File: src/rtl/ysyx_25040129_wb_arbiter_pkg.sv
// Shared widths and port identifiers for the writeback arbiter slice.
`ifndef ysyx_25040129_REGS_DIG
`define ysyx_25040129_REGS_DIG 5
`endif
`ifndef ysyx_25040129_CSR_DIG
`define ysyx_25040129_CSR_DIG 12
`endif

package ysyx_25040129_wb_arbiter_pkg;

    localparam int unsigned REGS_DIG = `ysyx_25040129_REGS_DIG;
    localparam int unsigned CSR_DIG  = `ysyx_25040129_CSR_DIG;

    localparam int unsigned P_LSU = 0;
    localparam int unsigned P_MDU = 1;

    typedef enum logic {
        PORT_LSU = 1'(P_LSU),
        PORT_MDU = 1'(P_MDU)
    } port_e;

endpackage

File: src/rtl/ysyx_25040129_wb_scoreboard.sv
// Busy bits for GPRs awaiting an out-of-order MDU result, with two query ports.
module ysyx_25040129_wb_scoreboard
    import ysyx_25040129_wb_arbiter_pkg::*;
#(
    parameter int unsigned REGS_DIG = ysyx_25040129_wb_arbiter_pkg::REGS_DIG
) (
    input  logic                clock,
    input  logic                reset,
    input  logic                set_en,
    input  logic [REGS_DIG-1:0] set_idx,
    input  logic                clr_en,
    input  logic [REGS_DIG-1:0] clr_idx,
    input  logic [REGS_DIG-1:0] rd_idx1,
    input  logic [REGS_DIG-1:0] rd_idx2,
    output logic                rd_busy1,
    output logic                rd_busy2
);

    localparam int unsigned NREGS = 2 ** REGS_DIG;

    logic [NREGS-1:0] busy;
    logic [NREGS-1:0] busy_next;

    // Set is applied after clear so a same-cycle reissue keeps the register busy.
    always_comb begin
        busy_next = busy;
        if (clr_en) busy_next[clr_idx] = 1'b0;
        if (set_en) busy_next[set_idx] = 1'b1;
        busy_next[0] = 1'b0;
    end

    always_ff @(posedge clock or posedge reset) begin
        if (reset) busy <= '0;
        else       busy <= busy_next;
    end

    assign rd_busy1 = busy[rd_idx1];
    assign rd_busy2 = busy[rd_idx2];

endmodule

File: src/rtl/ysyx_25040129_wb_arbiter.sv
// Round-robin arbiter between LSU/WBU (port 0) and MDU (port 1) for the shared regfile/CSR write port.
module ysyx_25040129_wb_arbiter
    import ysyx_25040129_wb_arbiter_pkg::*;
#(
    parameter int unsigned REGS_DIG = ysyx_25040129_wb_arbiter_pkg::REGS_DIG,
    parameter int unsigned CSR_DIG  = ysyx_25040129_wb_arbiter_pkg::CSR_DIG
) (
    input  logic                clock,
    input  logic                reset,
    input  logic                p0_valid,
    output logic                p0_ready,
    input  logic [REGS_DIG-1:0] p0_rd,
    input  logic [31:0]         p0_data,
    input  logic                p0_reg_write,
    input  logic                p0_csr_write,
    input  logic [CSR_DIG-1:0]  p0_csr_addr,
    input  logic                p1_valid,
    output logic                p1_ready,
    input  logic [REGS_DIG-1:0] p1_rd,
    input  logic [31:0]         p1_data,
    input  logic                iss_valid,
    input  logic [REGS_DIG-1:0] iss_rd,
    input  logic [REGS_DIG-1:0] q_rs1,
    input  logic [REGS_DIG-1:0] q_rs2,
    output logic                q_rs1_busy,
    output logic                q_rs2_busy,
    output logic                wb_reg_write,
    output logic [REGS_DIG-1:0] wb_rd,
    output logic [31:0]         wb_data,
    output logic                wb_csr_write,
    output logic [CSR_DIG-1:0]  wb_csr_addr,
    output logic                fwd_valid
);

    port_e last_q;
    logic  grant0;
    logic  grant1;

    // Under contention the port not granted most recently wins.
    always_comb begin
        grant0 = p0_valid & (~p1_valid | (last_q == PORT_MDU));
        grant1 = p1_valid & ~grant0;
    end

    assign p0_ready = grant0;
    assign p1_ready = grant1;

    always_ff @(posedge clock or posedge reset) begin
        if (reset)       last_q <= PORT_MDU;
        else if (grant0) last_q <= PORT_LSU;
        else if (grant1) last_q <= PORT_MDU;
    end

    always_ff @(posedge clock or posedge reset) begin
        if (reset) begin
            wb_reg_write <= 1'b0;
            wb_csr_write <= 1'b0;
            wb_rd        <= '0;
            wb_data      <= '0;
            wb_csr_addr  <= '0;
        end else if (grant0) begin
            wb_reg_write <= p0_reg_write & (p0_rd != '0);
            wb_csr_write <= p0_csr_write;
            wb_rd        <= p0_rd;
            wb_data      <= p0_data;
            wb_csr_addr  <= p0_csr_addr;
        end else if (grant1) begin
            wb_reg_write <= (p1_rd != '0);
            wb_csr_write <= 1'b0;
            wb_rd        <= p1_rd;
            wb_data      <= p1_data;
        end else begin
            wb_reg_write <= 1'b0;
            wb_csr_write <= 1'b0;
        end
    end

    assign fwd_valid = wb_reg_write;

    ysyx_25040129_wb_scoreboard #(
        .REGS_DIG (REGS_DIG)
    ) u_scoreboard (
        .clock    (clock),
        .reset    (reset),
        .set_en   (iss_valid),
        .set_idx  (iss_rd),
        .clr_en   (grant1),
        .clr_idx  (p1_rd),
        .rd_idx1  (q_rs1),
        .rd_idx2  (q_rs2),
        .rd_busy1 (q_rs1_busy),
        .rd_busy2 (q_rs2_busy)
    );

endmodule

File: config.mk
export PLATFORM = sky130hd
export DESIGN_NAME = ysyx_25040129_wb_arbiter
export DESIGN_NICKNAME = d
export VERILOG_FILES = /design/src/rtl/ysyx_25040129_wb_arbiter_pkg.sv /design/src/rtl/ysyx_25040129_wb_scoreboard.sv /design/src/rtl/ysyx_25040129_wb_arbiter.sv
export SDC_FILE = /design/constraint.sdc
export NUM_CORES = 1
export LEC_CHECK = 0
export BUFFER_PORTS_ARGS = -buffer_cell sky130_fd_sc_hd__buf_4
export CORE_MARGIN = 5
export CORE_UTILIZATION = 40
export DETAILED_ROUTE_END_ITERATION = 16
export GPL_ROUTABILITY_DRIVEN = 0
export HOLD_SLACK_MARGIN = 0.03
export PLACE_DENSITY = 0.7
export SLEW_MARGIN = 10
export SYNTH_ARGS = -nofsm -noshare
export SYNTH_HDL_FRONTEND = slang
export SYNTH_SLANG_ARGS = --single-unit
File: constraint.sdc
create_clock -name clock -period 3.5 [get_ports clock]
set_input_delay 0.525 -clock clock [delete_from_list [all_inputs] [get_ports clock]]
set_output_delay 0.525 -clock clock [all_outputs]
set_load 0.05 [all_outputs]
; After elaboration in Yosys (flattened, before gate mapping)
; Cells that the tools add are included.
[op_classes]
div_mod_pow = 0
magnitude_cmp = 6
add_sub_neg = 0
bitwise = 9
shift = 0
eq_ne = 0
n_mux = 19
n_mul = 0
n_reduce_logical = 5
[op_table]
columns = op, n
row1 = 32-bit 2-to-1 mux, 4
row2 = 32-bit bitwise AND, 1
row3 = 32-bit inverter, 1
row4 = 32-bit OR, 1
row5 = 5-bit by 6-bit < comparator with 1-bit output (second input constant), 4
row6 = 1-bit binary-select mux with 5-bit select, 2
row7 = 1-bit demux with 5-bit select, 2
row8 = 5-bit by 1-bit greater-or-equal comparator with 1-bit output (second input constant), 2
row9 = 5-bit 2-to-1 mux, 2
row10 = 5-bit nonzero test, 2
row11 = 1-bit 2-to-1 mux, 9
row12 = 1-bit bitwise AND, 3
row13 = 1-bit logical AND, 2
row14 = 1-bit inverter, 2
row15 = 2-bit nonzero test, 1
row16 = 1-bit OR, 1
[word_totals]
elab_cells = 46
mem_count = 0
ram_bits = 0
romBits = 0
latch_bits = 0
regBits = 83

; Longest topological paths before layout
; Gate-level depths: netlist (run 1).
[logic_depth]
word_depth = 9
ltp_mapped = 6
ltp_nobuf = 4

; Hierarchy
; From an unflattened synthesis (run 1), not the netlist that was laid out.
[unflattened]
cells_unflattened = 399
area_unflattened_um2 = 4271.6
[by_module_without_submodules]
columns = module, cells_per_inst, area_each_um2, n_inst, seq_area_each_um2
row1 = ysyx_25040129_wb_arbiter, 206, 2422.3, 1, 1302.5
row2 = ysyx_25040129_wb_scoreboard, 193, 1849.3, 1, 775.7

; Least setup slack after synthesis (run 1)
; No wires, ideal clock.
[synth_timing]
path_type = input port to output port
from = input q_rs1[0]
to = output q_rs1_busy
path_stages = 5
n_path_buf = 1
setup_slack_ns = 1.061
arrival_ns = 1.914
cell_sequence = buf_2 -> mux4_2 -> nand2b_1 -> o211ai_1 -> nand4_1
[synth_between]
elab_chain_len = 2
[synth_lines]
columns = element, line_no
row1 = from (decl), ysyx_25040129_wb_arbiter.sv:23  ; input logic [REGS_DIG-1:0] q_rs1,
row2 = 1-bit binary-select mux with 5-bit select, ysyx_25040129_wb_scoreboard.sv:37  ; assign rd_busy1 = busy[rd_idx1];
row3 = 1-bit 2-to-1 mux (implied by the code), ysyx_25040129_wb_scoreboard.sv:37
row4 = to (decl), ysyx_25040129_wb_arbiter.sv:25  ; output logic q_rs1_busy,
; Every way passes these cells. The select of a mux whose other input is x is not followed.

; Final worst setup path (run 1)
[layout_timing]
from = register u_scoreboard.busy[7]
to = output q_rs1_busy
[layout_between]
elab_chain_len = 2
[layout_lines]
columns = element, line_no
row1 = from (decl), ysyx_25040129_wb_scoreboard.sv:21  ; logic [NREGS-1:0] busy;
row2 = from (signal assigned), ysyx_25040129_wb_scoreboard.sv:34  ; else busy <= busy_next;
row3 = 1-bit binary-select mux with 5-bit select, ysyx_25040129_wb_scoreboard.sv:37
row4 = 1-bit 2-to-1 mux (implied by the code), ysyx_25040129_wb_scoreboard.sv:37
; Every way passes these cells. The select of a mux whose other input is x is not followed.

==> key figures, run 1 <==
Power
  – Switching Fraction: between 30% and 40%
  – Sequential power share: between 40% and 50%
  – Power Dens Cells: roughly 520 mW/mm²
  – Static Leak: 2.63 nW
  – Clock power share: 23.9%
  – Comb pwr share: 33.2%
  – Internal power: 1.88 mW
  – Peak supply drop: 0.286 mV
  – Overall power: around 2.9 mW
  – NetSw: 1.07 mW

Route
  – Post-Route WL: 12200 µm
  – DRT iter0 DRCs: just over 200
  – Via/cell ratio: 5.32
  – Vias: roughly 3700
  – DRT antenna net count: 0
  – DRC errors left: 0
  – DR WL/cell: around 18 µm
  – 1st-pass router iterations: 4

Timing
  – Pins Over Slew Limit: 0
  – Final hold violation count: 0
  – Setup violators final: 0
  – Final worst-path cycle share: between 60% and 70%
  – Fin Setup TNS: 0 ns
  – Hold_ws: roughly 0.33 ns
  – RSZ-0062 raised after global routing: no
  – Worst Slack Setup Final: 1.15 ns
  – Rel. slew slack: 41.3%
  – F_max: around 430 MHz
  – Transition time of the tightest slew-check pin: about 0.88 ns
  – Setup Skew: about 0.013 ns
  – Final worst path period need: approximately 2.4 ns

Floorplan
  – Core area: roughly 0.010 mm²
  – Die width: between 100 and 150 µm
  – Total Die Area: 0.0125 mm²
  – Die height: about 110 µm
  – # IOs: about 160
  – Starting Density: about two fifths
  – Rows: 37

Logic synthesis
  – Cell area after synthesis: 0.00416 mm²
  – Syn nets: about 510
  – Netlist cell types: 32
  – Synthesis warning total: 0
  – FF+latch count, synth: 83
  – Post-Syn Instances: 403
  – Seq/Total Area, Yosys: 49.9%
  – Avg Inst Size Synth: 10.3 µm²

Global routing
  – First-pass GRT wire length: just over 20000 µm
  – Initial antenna violation count: 0
  – M2 GR Usage: between 30% and 40%
  – Total gr overflow: 0
  – Gr usage total: about 20%
  – Pin count of the biggest net entering global routing: between 70 and 80
  – Routing usage on met3: under 10%
  – Number of global-route vias before repair: roughly 4000
  – Met1 usage: 24.9%
  – Top Usage Layer GRT: met2

Clock tree
  – Post-cts resize count: 0
  – Clock buffer depth: 2
  – H-tree depth: 3
  – Post-CTS setup buffers: 0
  – CTS tree: done
  – CTS Hold Buffers Added: 0
  – Clock Pin Slew Worst Setup and Hold Paths: approximately 0.080 ns
  – Inserted Clock Buffers: 9
  – Clock root buffer: clkbuf_8
  – Total clock sinks: slightly above 80
  – Worst-Skew Late Latency: roughly 0.36 ns

Place
  – Dpl ws: ~1.1 ns
  – Inst Count DP: between 600 and 700
  – I/O Buffers: 163
  – Placed inst area: 0.00548 mm²
  – Dpl hpwl: 9380 µm

Layout
  – Area grow syn2layout: 36.5%
  – Ant diodes: 0
  – Non-filler cells, final: around 700
  – Fillcell total: about 880
  – Fraction of layout cells with a size suffix above 1: 36.6%
  – Final core occ: between 50 and 60%
  – Fin area: ~0.0057 mm²
  – Final net count: around 660
  – Multi-input gate area: 0.00195 mm²
  – Reg area: 0.00208 mm²

Critical path
  – Worst path bufs/invs: 1
  – Critical Path Fanout Max: 3
  – CP Cell Sequence: mux4_2, nand2b_1, o211ai_1, nand4_1, buf_4
  – Reg2Reg Launch Point: last_q
  – Slowest CP cell: mux4_2
  – Critical path endpoint category: output port
  – Critical Path Source Type: flop
  – Worst Path Required: slightly below 3 ns
  – Crit path DAT: 1.83 ns
  – R2R cell count: 3
  – Worst R2R End: wb_csr_addr[11]
  – CP delay by family, top: multiplexers
  – Crit path largest cell delay: approximately 0.49 ns
  – Register-to-register setup slack: between 1.5 and 2 ns
  – Crit path kind: flop to output port

Hold path
  – Hold Path Class: primary input to asynchronous set/reset pin

Flow run
  – Max-Cap Viols: 0

Run status
  – Status: finished clean
-- area by class of cell --
class                      count  area share, %
tap                          136           2.99
clock buffer                  14           2.86
multi-input combinational    289           34.3
inverter                       5          0.352
clock inverter                 2          0.617
timing repair buffer         167           22.3
sequential                    83           36.6
-- worst max-delay path by stage --
stage                               startpoint          to  cells after the start
final                     u_scoreboard.busy[7]  q_rs1_busy                      5
after CTS                 u_scoreboard.busy[7]  q_rs1_busy                      5
after global placement                p1_valid    p1_ready                      4
after global routing                  p1_valid    p1_ready                      4
after detailed placement              p1_valid    p1_ready                      4
after floorplan                          reset   fwd_valid                      1
-- flip-flops by register name, summed over array words and instances, names as in the netlist --
name               count
wb_data               32
u_scoreboard.busy     31
wb_csr_addr           12
wb_rd                  5
fwd_valid              1
last_q                 1
wb_csr_write           1
-- synth_stat cells, drive strengths merged --
cell	n	area (µm²)
a211oi	2	15.0
a21boi	1	11.3
a21oi	44	220
a22oi	4	30.0
and2	1	6.26
buf	17	90.1
clkbuf	9	33.8
dfrtp	82	2050
dfstp	1	26.3
inv	5	18.8
mux2	12	135
mux2i	55	551
mux4	6	135
nand2	7	26.3
nand2b	6	37.5
nand3	11	55.1
nand3b	10	75.1
nand4	3	18.8
nor2	46	173
nor2b	4	25.0
o2111ai	2	17.5
o211ai	2	15.0
o21ai	64	324
o311ai	1	8.76
o31ai	1	7.51
or3	2	12.5
or3b	4	35.0
or4	1	7.51
-- layout by cell type (no fill, tap or decap), drive strengths merged, types with 2 or more instances in the layout --
master and count:
or3 2, o2111ai 2, nand4 3, dfrtp 82
nand3b 10, clkinv 2, inv 4, o211ai 2
nand3 11, nand2b 6, a211oi 2, o21ai 64
a21oi 44, buf 167, a22oi 4, mux4 6
nor2b 4, clkbuf 14, mux2 12, nor2 46
nand2 7, mux2i 55, or3b 4
-- power by group through the flow --
stage	Sequential [mW]	Clock (mW)	Combinational, mW
2_1_floorplan	1.52	0	0.372
5_1_grt	1.29	0.758	1.05
4_1_cts	1.26	0.719	0.985
3_5_place_dp	1.28	0	0.985
6_report	1.26	0.704	0.978
3_3_place_gp	1.27	0	0.967
-- kinds of logic after synthesis --
logic type | count (synthesis) | synth area share (%)
flip-flops | 83 | 49.9
buffers and inverters | 31 | 3.43
AO/OA/AOI/OAI | 121 | 15.6
AND/OR/NAND/NOR | 95 | 11.3
multiplexers | 73 | 19.7
-- metal layers --
metal	vias up	part of all wire [%]	routed length [µm]
met3	14	9.7	1180
met4	0	1.5	178
met5	-	0	0
li1	1761	-	-
met2	151	48	5920
met1	1777	40	4950
No activity file was read; power rests on OpenSTA's default activity.
==> inputs of run 2 (changes only) <==
PLACE_DENSITY = 0.72   (was 0.7)
clock period = 2 ns   (was 3.5 ns; I/O delays follow)
==> run 2 against run 1 <==
The run now ends with negative setup slack left. Largest cell class unchanged. Critical endpoint unchanged. Global-route usage fell by 0.069 points. Sequential share of layout area shrank 0.86 points. Cell area increased by 2.4%. Sequential cell count is the same. Worst hold slack lost 0.26 ns. Power increased by 84%. Clock-buffer cell count down 1. Utilization rose by 1.3 points.
==> key figures, run 2 (synthesis gave the netlist of run 1 again) <==
Critical path
  – Critical Path Fanout Max: 3 (unchanged)
  – Crit path DAT: 1.76 ns (-0.07 ns)
  – Worst Path Required: 1.70 ns (-1.27 ns)
  – Critical path endpoint category: output port
  – Crit path kind: flop to output port
  – Critical Path Source Type: flop

Floorplan
  – Rows: 37 (unchanged)
  – Die width: 112 µm (unchanged)
  – Starting Density: 40.7% (unchanged)
  – Total Die Area: 0.0125 mm² (unchanged)
  – # IOs: 164 (unchanged)
  – Die height: 112 µm (unchanged)
  – Core area: 0.0102 mm² (unchanged)

Timing
  – Setup violators final: 2 (+2)
  – Worst Slack Setup Final: -0.0594 ns (-1.21 ns)
  – Setup Skew: 0.00918 ns (-0.00409 ns)
  – Rel. slew slack: 66.4% (+25 points)
  – RSZ-0062 raised after global routing: yes
  – Pins Over Slew Limit: 0 (unchanged)
  – Final worst-path cycle share: 103%
  – F_max: approximately 490 MHz
  – Final hold violation count: 0 (unchanged)
  – Fin Setup TNS: -0.116 ns (-0.116 ns)
  – Final worst path period need: around 2.1 ns
  – Transition time of the tightest slew-check pin: 0.504 ns (-0.375 ns)

Clock tree
  – Inserted Clock Buffers: 9 (unchanged)
  – Total clock sinks: 83 (unchanged)
  – Clock root buffer: clkbuf_8
  – CTS Hold Buffers Added: 0 (unchanged)
  – CTS tree: done
  – Clock Pin Slew Worst Setup and Hold Paths: 0.08 ns (about the same)
  – Worst-Skew Late Latency: 0.36 ns (about the same)
  – Clock buffer depth: 2 (unchanged)
  – H-tree depth: 3 (unchanged)

Global routing
  – First-pass GRT wire length: 20300 µm (+0.41%)
  – Initial antenna violation count: 0 (unchanged)
  – Pin count of the biggest net entering global routing: 84 (+9.1%)
  – Number of global-route vias before repair: 3991 (-0.45%)
  – Total gr overflow: 0 (unchanged)
  – Gr usage total: 20.0% (-0.069 points)

Route
  – 1st-pass router iterations: 4 (unchanged)
  – DRC errors left: 0 (unchanged)
  – Via/cell ratio: 5.34 (+0.38%)
  – DRT iter0 DRCs: 171 (-17%)
  – DR WL/cell: 17.5 µm (-0.22%)
  – DRT antenna net count: 0 (unchanged)
  – Vias: 3733 (+0.81%)
  – Post-Route WL: 12300 µm (+0.21%)

Layout
  – Most common cell after layout, fill and taps aside: buf_4
  – Multi-input gate area: 0.00199 mm² (+2.2%)
  – Reg with most FFs: wb_data
  – Largest register FFs: 32 (unchanged)
  – Commonest non-fill, non-tap cells in the layout: 166 x buf_4, 82 x dfrtp_1, 62 x o21ai_0
  – Final core occ: 56.9% (+1.3 points)
  – Fraction of layout cells with a size suffix above 1: 38.5% (+1.9 points)
  – Area grow syn2layout: 39.8%
  – Ant diodes: 0 (unchanged)
  – Final net count: 666 (+0.45%)
  – Regs by FF count: wb_data x32, u_scoreboard.busy x31, wb_csr_addr x12
  – Reg area: 0.00208 mm² (unchanged)
  – Fillcell total: 885 (+0.68%)

Power
  – Static Leak: 2.69 nW (+2.3%)
  – Power Dens Cells: 930 mW/mm² (+79%)
  – Peak supply drop: 0.556 mV (+94%)
  – Overall power: 5.41 mW (+84%)

Hold path
  – Hold Path Class: primary input to asynchronous set/reset pin

Run status
  – Failing checks: negative setup slack
  – Status: finished with violations

Place
  – Dpl ws: 0.172 ns (-0.977 ns)
  – Dpl hpwl: 9320 µm (-0.62%)
  – I/O Buffers: 163 (unchanged)

Flow run
  – Max-Cap Viols: 0 (unchanged)
-- run 2: changes by cell type in the layout (fill, tap and decap cells not counted) --
cell / before / now
clkinv_2: 2 / 0
nand2b_1: 6 / 2
buf_12: 1 / 2
clkbuf_1: 3 / 0
nand2b_4: 0 / 4
bufinv_16: 1 / 2
clkinvlp_4: 0 / 2
clkbuf_8: 11 / 13
o2111ai_2: 0 / 2
buf_6: 0 / 2
o2111ai_1: 2 / 0
-- run 2: repair_timing --
| action | 4_1_cts | 5_1_grt |
|---|---|---|
| pin swaps | 3 | 2 |
| endpoints found under the setup margin | 2 | 2 |
| resized for setup | 8 | 0 |
| endpoints found under the hold margin | 0 | 0 |
| buffers inserted | 0 | 1 |
-- run 2: worst max-delay path, stage by stage, from the launching register on --
cell and delay (ns):
dfrtp_1 0.40, mux4_2 0.46, nand2b_4 0.14, o211ai_1 0.09, nand4_1 0.13, buf_6 0.18
-- run 2: routing by layer --
metal | global-route usage, % | share of wire [%]
met5 | 0 | 0
met3 | 8.03 | 9.6
met4 | 6.17 | 1.1
met1 | 23.6 | 40
met2 | 33.5 | 49
-- run 2: layout make-up --
type	instances	area share, %
flip-flops and latches	83	35.7
multi-input cells	289	34.2
repair buffers	170	22.5
clock buffers	13	3.08
well taps	136	2.92
clock inverters	3	1.16
inverters	5	0.387
-- run 2: final timing paths --
check | end | cells past startpoint | slack [ns] | startpoint
setup reg to reg | u_scoreboard.busy[3] | 4 | 0.49 | last_q
hold reg to reg | wb_csr_addr[11] | 1 | 0.51 | wb_csr_addr[11]
max in group asynchronous | last_q | 3 | 1.59 | reset
setup / recovery | q_rs1_busy | 5 | -0.06 | u_scoreboard.busy[7]
min in group clock | last_q | 2 | 0.12 | p0_valid
hold / removal | u_scoreboard.busy[16] | 3 | 0.07 | reset
-- run 2: power breakdown --
group / leakage [nW] / total, mW / switching [mW] / internal, mW
clock: 0.122 / 1.44 / 0.597 / 0.840
combinational: 1.61 / 1.77 / 1.07 / 0.705
sequential: 0.964 / 2.20 / 0.223 / 1.98
total: 2.69 / 5.41 / 1.89 / 3.53
-- run 2: metrics by stage --
stage                     std cells  hold slack (ns)  instance area (µm²)
after CTS                       698           0.0737                 5810
after global placement          682            0.458                 5510
after floorplan                 403            0.350                 4170
after global routing            699           0.0949                 5820
after detailed placement        682            0.468                 5510
final                           699           0.0694                 5820
